<file path="config.mk">
export PLATFORM = sky130hd
export DESIGN_NAME = mem_access_ctrl
export DESIGN_NICKNAME = d
export VERILOG_FILES = /design/src/rtl/mem_ctrl_pkg.sv /design/src/rtl/mem_access_ctrl.sv
export SDC_FILE = /design/constraint.sdc
export NUM_CORES = 1
export LEC_CHECK = 0
export CORE_MARGIN = 1.5
export CORE_UTILIZATION = 46
export DETAILED_ROUTE_END_ITERATION = 8
export HOLD_SLACK_MARGIN = 0.1
export PLACE_DENSITY = 0.85
export SLEW_MARGIN = 40
export SYNTH_ARGS = -nofsm -noshare
export SYNTH_HDL_FRONTEND = slang
export SYNTH_SLANG_ARGS = --single-unit
export TNS_END_PERCENT = 50
</file>
<file path="constraint.sdc">
create_clock -name clk -period 3.45 [get_ports clk]
set_clock_uncertainty 0.15 [all_clocks]
set_input_delay 0.69 -clock clk [delete_from_list [all_inputs] [get_ports clk]]
set_output_delay 0.69 -clock clk [all_outputs]
set_load 0.01 [all_outputs]
</file>
<file path="src/rtl/mem_ctrl_pkg.sv">
// Shared types and default sizing for the memory access controller.
package mem_ctrl_pkg;

    localparam int DEF_DATA_W = 32;
    localparam int DEF_ADDR_W = 32;
    localparam int DEF_DEPTH  = 64;
    localparam int DEF_RD_LAT = 1;
    localparam int CNT_W      = 16;

    typedef enum logic [1:0] {
        ST_IDLE  = 2'd0,
        ST_WRITE = 2'd1,
        ST_READ  = 2'd2,
        ST_RESP  = 2'd3
    } state_e;

    // Increment that sticks at all-ones instead of wrapping.
    function automatic logic [CNT_W-1:0] sat_inc(input logic [CNT_W-1:0] v);
        return (v == {CNT_W{1'b1}}) ? v : v + CNT_W'(1);
    endfunction

endpackage

</file>
<file path="src/rtl/mem_access_ctrl.sv">
// Single-outstanding request/response front end for an external word memory,
// with bounds checking and saturating activity counters.
module mem_access_ctrl
    import mem_ctrl_pkg::*;
#(
    parameter int DATA_W = DEF_DATA_W,
    parameter int ADDR_W = DEF_ADDR_W,
    parameter int DEPTH  = DEF_DEPTH,
    parameter int RD_LAT = DEF_RD_LAT
) (
    input  logic              clk,
    input  logic              rst,
    input  logic              req_valid,
    output logic              req_ready,
    input  logic              req_we,
    input  logic [ADDR_W-1:0] req_addr,
    input  logic [DATA_W-1:0] req_wdata,
    output logic              rsp_valid,
    input  logic              rsp_ready,
    output logic [DATA_W-1:0] rsp_rdata,
    output logic              rsp_err,
    output logic              mem_we,
    output logic [ADDR_W-1:0] mem_address,
    output logic [DATA_W-1:0] mem_din,
    input  logic [DATA_W-1:0] mem_readout,
    output logic [CNT_W-1:0]  wr_cnt,
    output logic [CNT_W-1:0]  rd_cnt,
    output logic [CNT_W-1:0]  err_cnt
);

    localparam int                LAT_W    = 2;
    localparam logic [LAT_W-1:0]  LAT_LAST = LAT_W'(RD_LAT - 1);
    // One extra bit so DEPTH is representable even when it equals 2**ADDR_W.
    localparam logic [ADDR_W:0]   DEPTH_L  = (ADDR_W + 1)'(DEPTH);

    state_e             state_q,     state_d;
    logic               req_ready_q;
    logic [ADDR_W-1:0]  mem_addr_q,  mem_addr_d;
    logic [DATA_W-1:0]  mem_din_q,   mem_din_d;
    logic [DATA_W-1:0]  rsp_rdata_q, rsp_rdata_d;
    logic               rsp_err_q,   rsp_err_d;
    logic [LAT_W-1:0]   lat_q,       lat_d;
    logic [CNT_W-1:0]   wr_cnt_q,    wr_cnt_d;
    logic [CNT_W-1:0]   rd_cnt_q,    rd_cnt_d;
    logic [CNT_W-1:0]   err_cnt_q,   err_cnt_d;

    logic handshake;
    logic addr_err;
    logic lat_done;

    assign handshake = req_valid & req_ready_q;
    assign addr_err  = ({1'b0, req_addr} >= DEPTH_L);
    assign lat_done  = (lat_q == LAT_LAST);

    always_comb begin
        // NOTE: every signal gets a default first so no path leaves it unassigned (no latches).
        state_d     = state_q;
        mem_addr_d  = mem_addr_q;
        mem_din_d   = mem_din_q;
        rsp_rdata_d = rsp_rdata_q;
        rsp_err_d   = rsp_err_q;
        lat_d       = lat_q;
        wr_cnt_d    = wr_cnt_q;
        rd_cnt_d    = rd_cnt_q;
        err_cnt_d   = err_cnt_q;

        case (state_q)
            ST_IDLE: begin
                if (handshake) begin
                    rsp_rdata_d = '0;
                    rsp_err_d   = addr_err;
                    if (addr_err) begin
                        // Out-of-range requests never touch the memory port.
                        state_d   = ST_RESP;
                        err_cnt_d = sat_inc(err_cnt_q);
                    end else if (req_we) begin
                        state_d    = ST_WRITE;
                        mem_addr_d = req_addr;
                        mem_din_d  = req_wdata;
                    end else begin
                        state_d    = ST_READ;
                        mem_addr_d = req_addr;
                        lat_d      = '0;
                    end
                end
            end
            ST_WRITE: begin
                state_d  = ST_RESP;
                wr_cnt_d = sat_inc(wr_cnt_q);
            end
            ST_READ: begin
                if (lat_done) begin
                    state_d     = ST_RESP;
                    rsp_rdata_d = mem_readout;
                    rd_cnt_d    = sat_inc(rd_cnt_q);
                end else begin
                    lat_d = lat_q + LAT_W'(1);
                end
            end
            ST_RESP: begin
                if (rsp_ready) begin
                    state_d = ST_IDLE;
                end
            end
            default: state_d = ST_IDLE;
        endcase
    end

    always_ff @(posedge clk) begin
        if (rst) begin
            state_q     <= ST_IDLE;
            req_ready_q <= 1'b0;
            mem_addr_q  <= '0;
            mem_din_q   <= '0;
            rsp_rdata_q <= '0;
            rsp_err_q   <= 1'b0;
            lat_q       <= '0;
            wr_cnt_q    <= '0;
            rd_cnt_q    <= '0;
            err_cnt_q   <= '0;
        end else begin
            // NOTE: non-blocking so every register samples pre-edge values.
            state_q     <= state_d;
            req_ready_q <= (state_d == ST_IDLE);
            mem_addr_q  <= mem_addr_d;
            mem_din_q   <= mem_din_d;
            rsp_rdata_q <= rsp_rdata_d;
            rsp_err_q   <= rsp_err_d;
            lat_q       <= lat_d;
            wr_cnt_q    <= wr_cnt_d;
            rd_cnt_q    <= rd_cnt_d;
            err_cnt_q   <= err_cnt_d;
        end
    end

    assign req_ready   = req_ready_q;
    assign rsp_valid   = (state_q == ST_RESP);
    assign rsp_rdata   = rsp_rdata_q;
    assign rsp_err     = rsp_err_q;
    assign mem_we      = (state_q == ST_WRITE);
    assign mem_address = mem_addr_q;
    assign mem_din     = mem_din_q;
    assign wr_cnt      = wr_cnt_q;
    assign rd_cnt      = rd_cnt_q;
    assign err_cnt     = err_cnt_q;

endmodule

</file>
==> impl_metrics.toml <==
[routing]
drtPass1Iterations = 4
wl_per_cell_um = 15.3
num_vias = 5639
via_per_inst = 5.09
drt_wl_total_um = 17000
ant_nets = 0
drcViolationCount = 0
drtIter0Drc = 292

[finish]
layout_common_cells = "clkdlybuf4s50_1, dfxtp_1, nand2_1"
diodes = 0
fillers = 986
area_growth_syn_to_layout_pct = 53.5
design_area_sq_mm = 0.00913
layoutNonFillerInstCount = 1108
regArea_sq_mm = 0.00300
multi_input_area_sq_mm = 0.00275
final_common_cell = "clkdlybuf4s50_1"
nNetsFinal = 1028
drive_gt1_share_pct = 6.62

[place]
place_area_sq_mm = 0.00856
port_buffers = 248
hpwl_um = 12000
gp_congestion = 0.876
dp.cells = 1076

[global_route]
grt_max_degree = 71
overflow = 0
grt_use_total_pct = 24.4
antenna_found_initial = 0
grt_pass1_wl_um = 25900
grt_pass1_vias = 5276

[floorplanning]
coreArea_sq_mm = 0.0126
design.die.area_sq_mm = 0.0136
die_w_um = 117
num_io_pins = 249
rows = 41
dieHeight_um = 117
initial_core_util_pct = 47.1

[clocking]
cts-resized-gates = 0
postCtsHoldBufs = 0
insertion_delay_ns = 0.42
cts_sinks = 150
tritoncts = "done"
path_clk_slew_ns = 0.06
post_cts_buffers = 0
root_buffer = "clkbuf_16"
ctsHtreeMaxLevel = 4
clockBufferDepth = 2
cts_buffers = 17

[timing]
fin_crit_ns = 2.76
holdWs_ns = 0.298
hold_viol_final = 0
rsz0062_at_grt = "no"
fin_tns_setup_ns = 0
worstMarginPinSlew_ns = 0.709
min_period_over_period_pct = 80.0
finalMaxSlewViolations = 0
finalSetupViolCount = 0
max_freq_mhz = 362
maxSlewHeadroom_pct = 52.7

[flow_run]
drv_cap = 0

[yosys]
yosysWarnings = 0
synth_area_leaders = "dfxtp_1, a21oi_1, nand2_1, nand3_1, xnor2_1"
synthFlopType = "dfxtp_1"
syn_nets = 788
ys_seq_area_share_pct = 50.5
synth.distinct_cells = 45
yosys.area.top_type_share_pct = 50.5
synth_top_area_cell = "dfxtp_1"
async_flop_share_pct = 0
synth_edf_count = 0
netlist_area_sq_mm = 0.00595
syn_inst = 683
ys_ff_latch = 150
synth.avg_cell_area_sq_um = 8.71

[critical_path]
required_ns = 3.61
slowest_stage = "nor3_4"
endpoint_kind = "flip-flop"
worstPathArrival_ns = 2.92
crit_type = "primary input to flip-flop"
cp_max_fo = 27
cp_cell_sequence = "clkdlybuf4s50_1 > nor4_4 > nand4_4 > nor3_4 > nor2_4 > and2_1"
r2r-start = "state_q[0]"
cp-start-kind = "primary input"
cpPeakStageDelay_ns = 0.56
critPathLaunch = "req_addr[21]"

[pwr]
p_leak_uw = 0.00306
power.total_uw = 4270
powerDensity_mw_per_mm2 = 467
ir_worst_vdd_mv = 0.430

[worst_hold_path]
hold_start = "rsp_rdata[27]"
hp-class = "flip-flop to flip-flop"

[run_status]
outcome = "finished clean"
layer usage:
metal	vias up	share of wire (%)	wire length (um)	GRT usage (%)
met3	33	8.2	1390	8.61
met5	-	0	0	0
met2	193	49	8260	40.6
li1	2840	-	-	-
met4	0	2.8	469	10.2
met1	2573	40	6870	28.7
kinds of logic (layout without fill, tap and decap cells):
logic type | count (synthesis) | in the layout | synth area share [%]
xor+xnor | 26 | 26 | 3.83
fa+ha+maj | 4 | 4 | 0.842
simple gates | 324 | 324 | 28.5
compound gates | 124 | 124 | 11.5
buf+inv | 46 | 299 | 3.32
mux | 9 | 9 | 1.54
flops | 150 | 150 | 50.5
final timing paths:
kind	endpoint	slack, ns	cells after the start
setup / recovery	mem_address[26]	0.69	6
hold / removal	rsp_rdata[27]	0.30	2
setup reg to reg	wr_cnt[15]	1.03	6
hold reg to reg	rsp_rdata[27]	0.30	2
stage by stage:
| stage | setup WS, ns | util [%] |
|---|---|---|
| finish | 0.690 | 72.3 |
| global placement | 0.287 | 67.8 |
| floorplan | 1.14 | - |
| detailed placement | 0.226 | 67.8 |
| CTS | 0.650 | 72.3 |
| global route | 0.520 | 72.3 |
cell usage after synthesis (3+ instances only):
master      n
a211oi_1    3
a21oi_1    90
a31o_2      3
and2_1     29
and3_1      8
and4_1      6
buf_2       8
clkbuf_1   26
dfxtp_1   150
ha_1        4
inv_1       8
mux2i_1     8
nand2_1   113
nand2b_1    6
nand3_1    48
nand4_1    13
nor2_1     42
nor2b_1     4
nor3_1     12
nor4_1     13
nor4_4      4
o211ai_1    4
o21ai_0    14
or3_1      14
xnor2_1    26
where the power goes:
part           switching (uW)  internal [uW]
Clock                     742           1010
Sequential               52.6           1790
Combinational             371            296
worst max-delay path: cells and delay by family:
family                 cells  cell delay [ns]
and+or+nand+nor            5             1.73
buffers and inverters      1             0.49
cell type report:
type                    instances  area share, %
well taps                     172           2.36
inverters                       8          0.329
clock inverters                14           1.40
flip-flops and latches        150           32.9
multi-input cells             487           30.1
repair buffers                259           28.1
clock buffers                  18           4.81
state kept, by name (all words and copies together), names as in the netlist, 2 cells and up:
name and cells:
err_cnt 16, lat_q 2, mem_address 32, mem_din 32
rd_cnt 16, rsp_rdata 32, state_q 2, wr_cnt 16
Note: power is estimated with default switching activity, not from simulation.
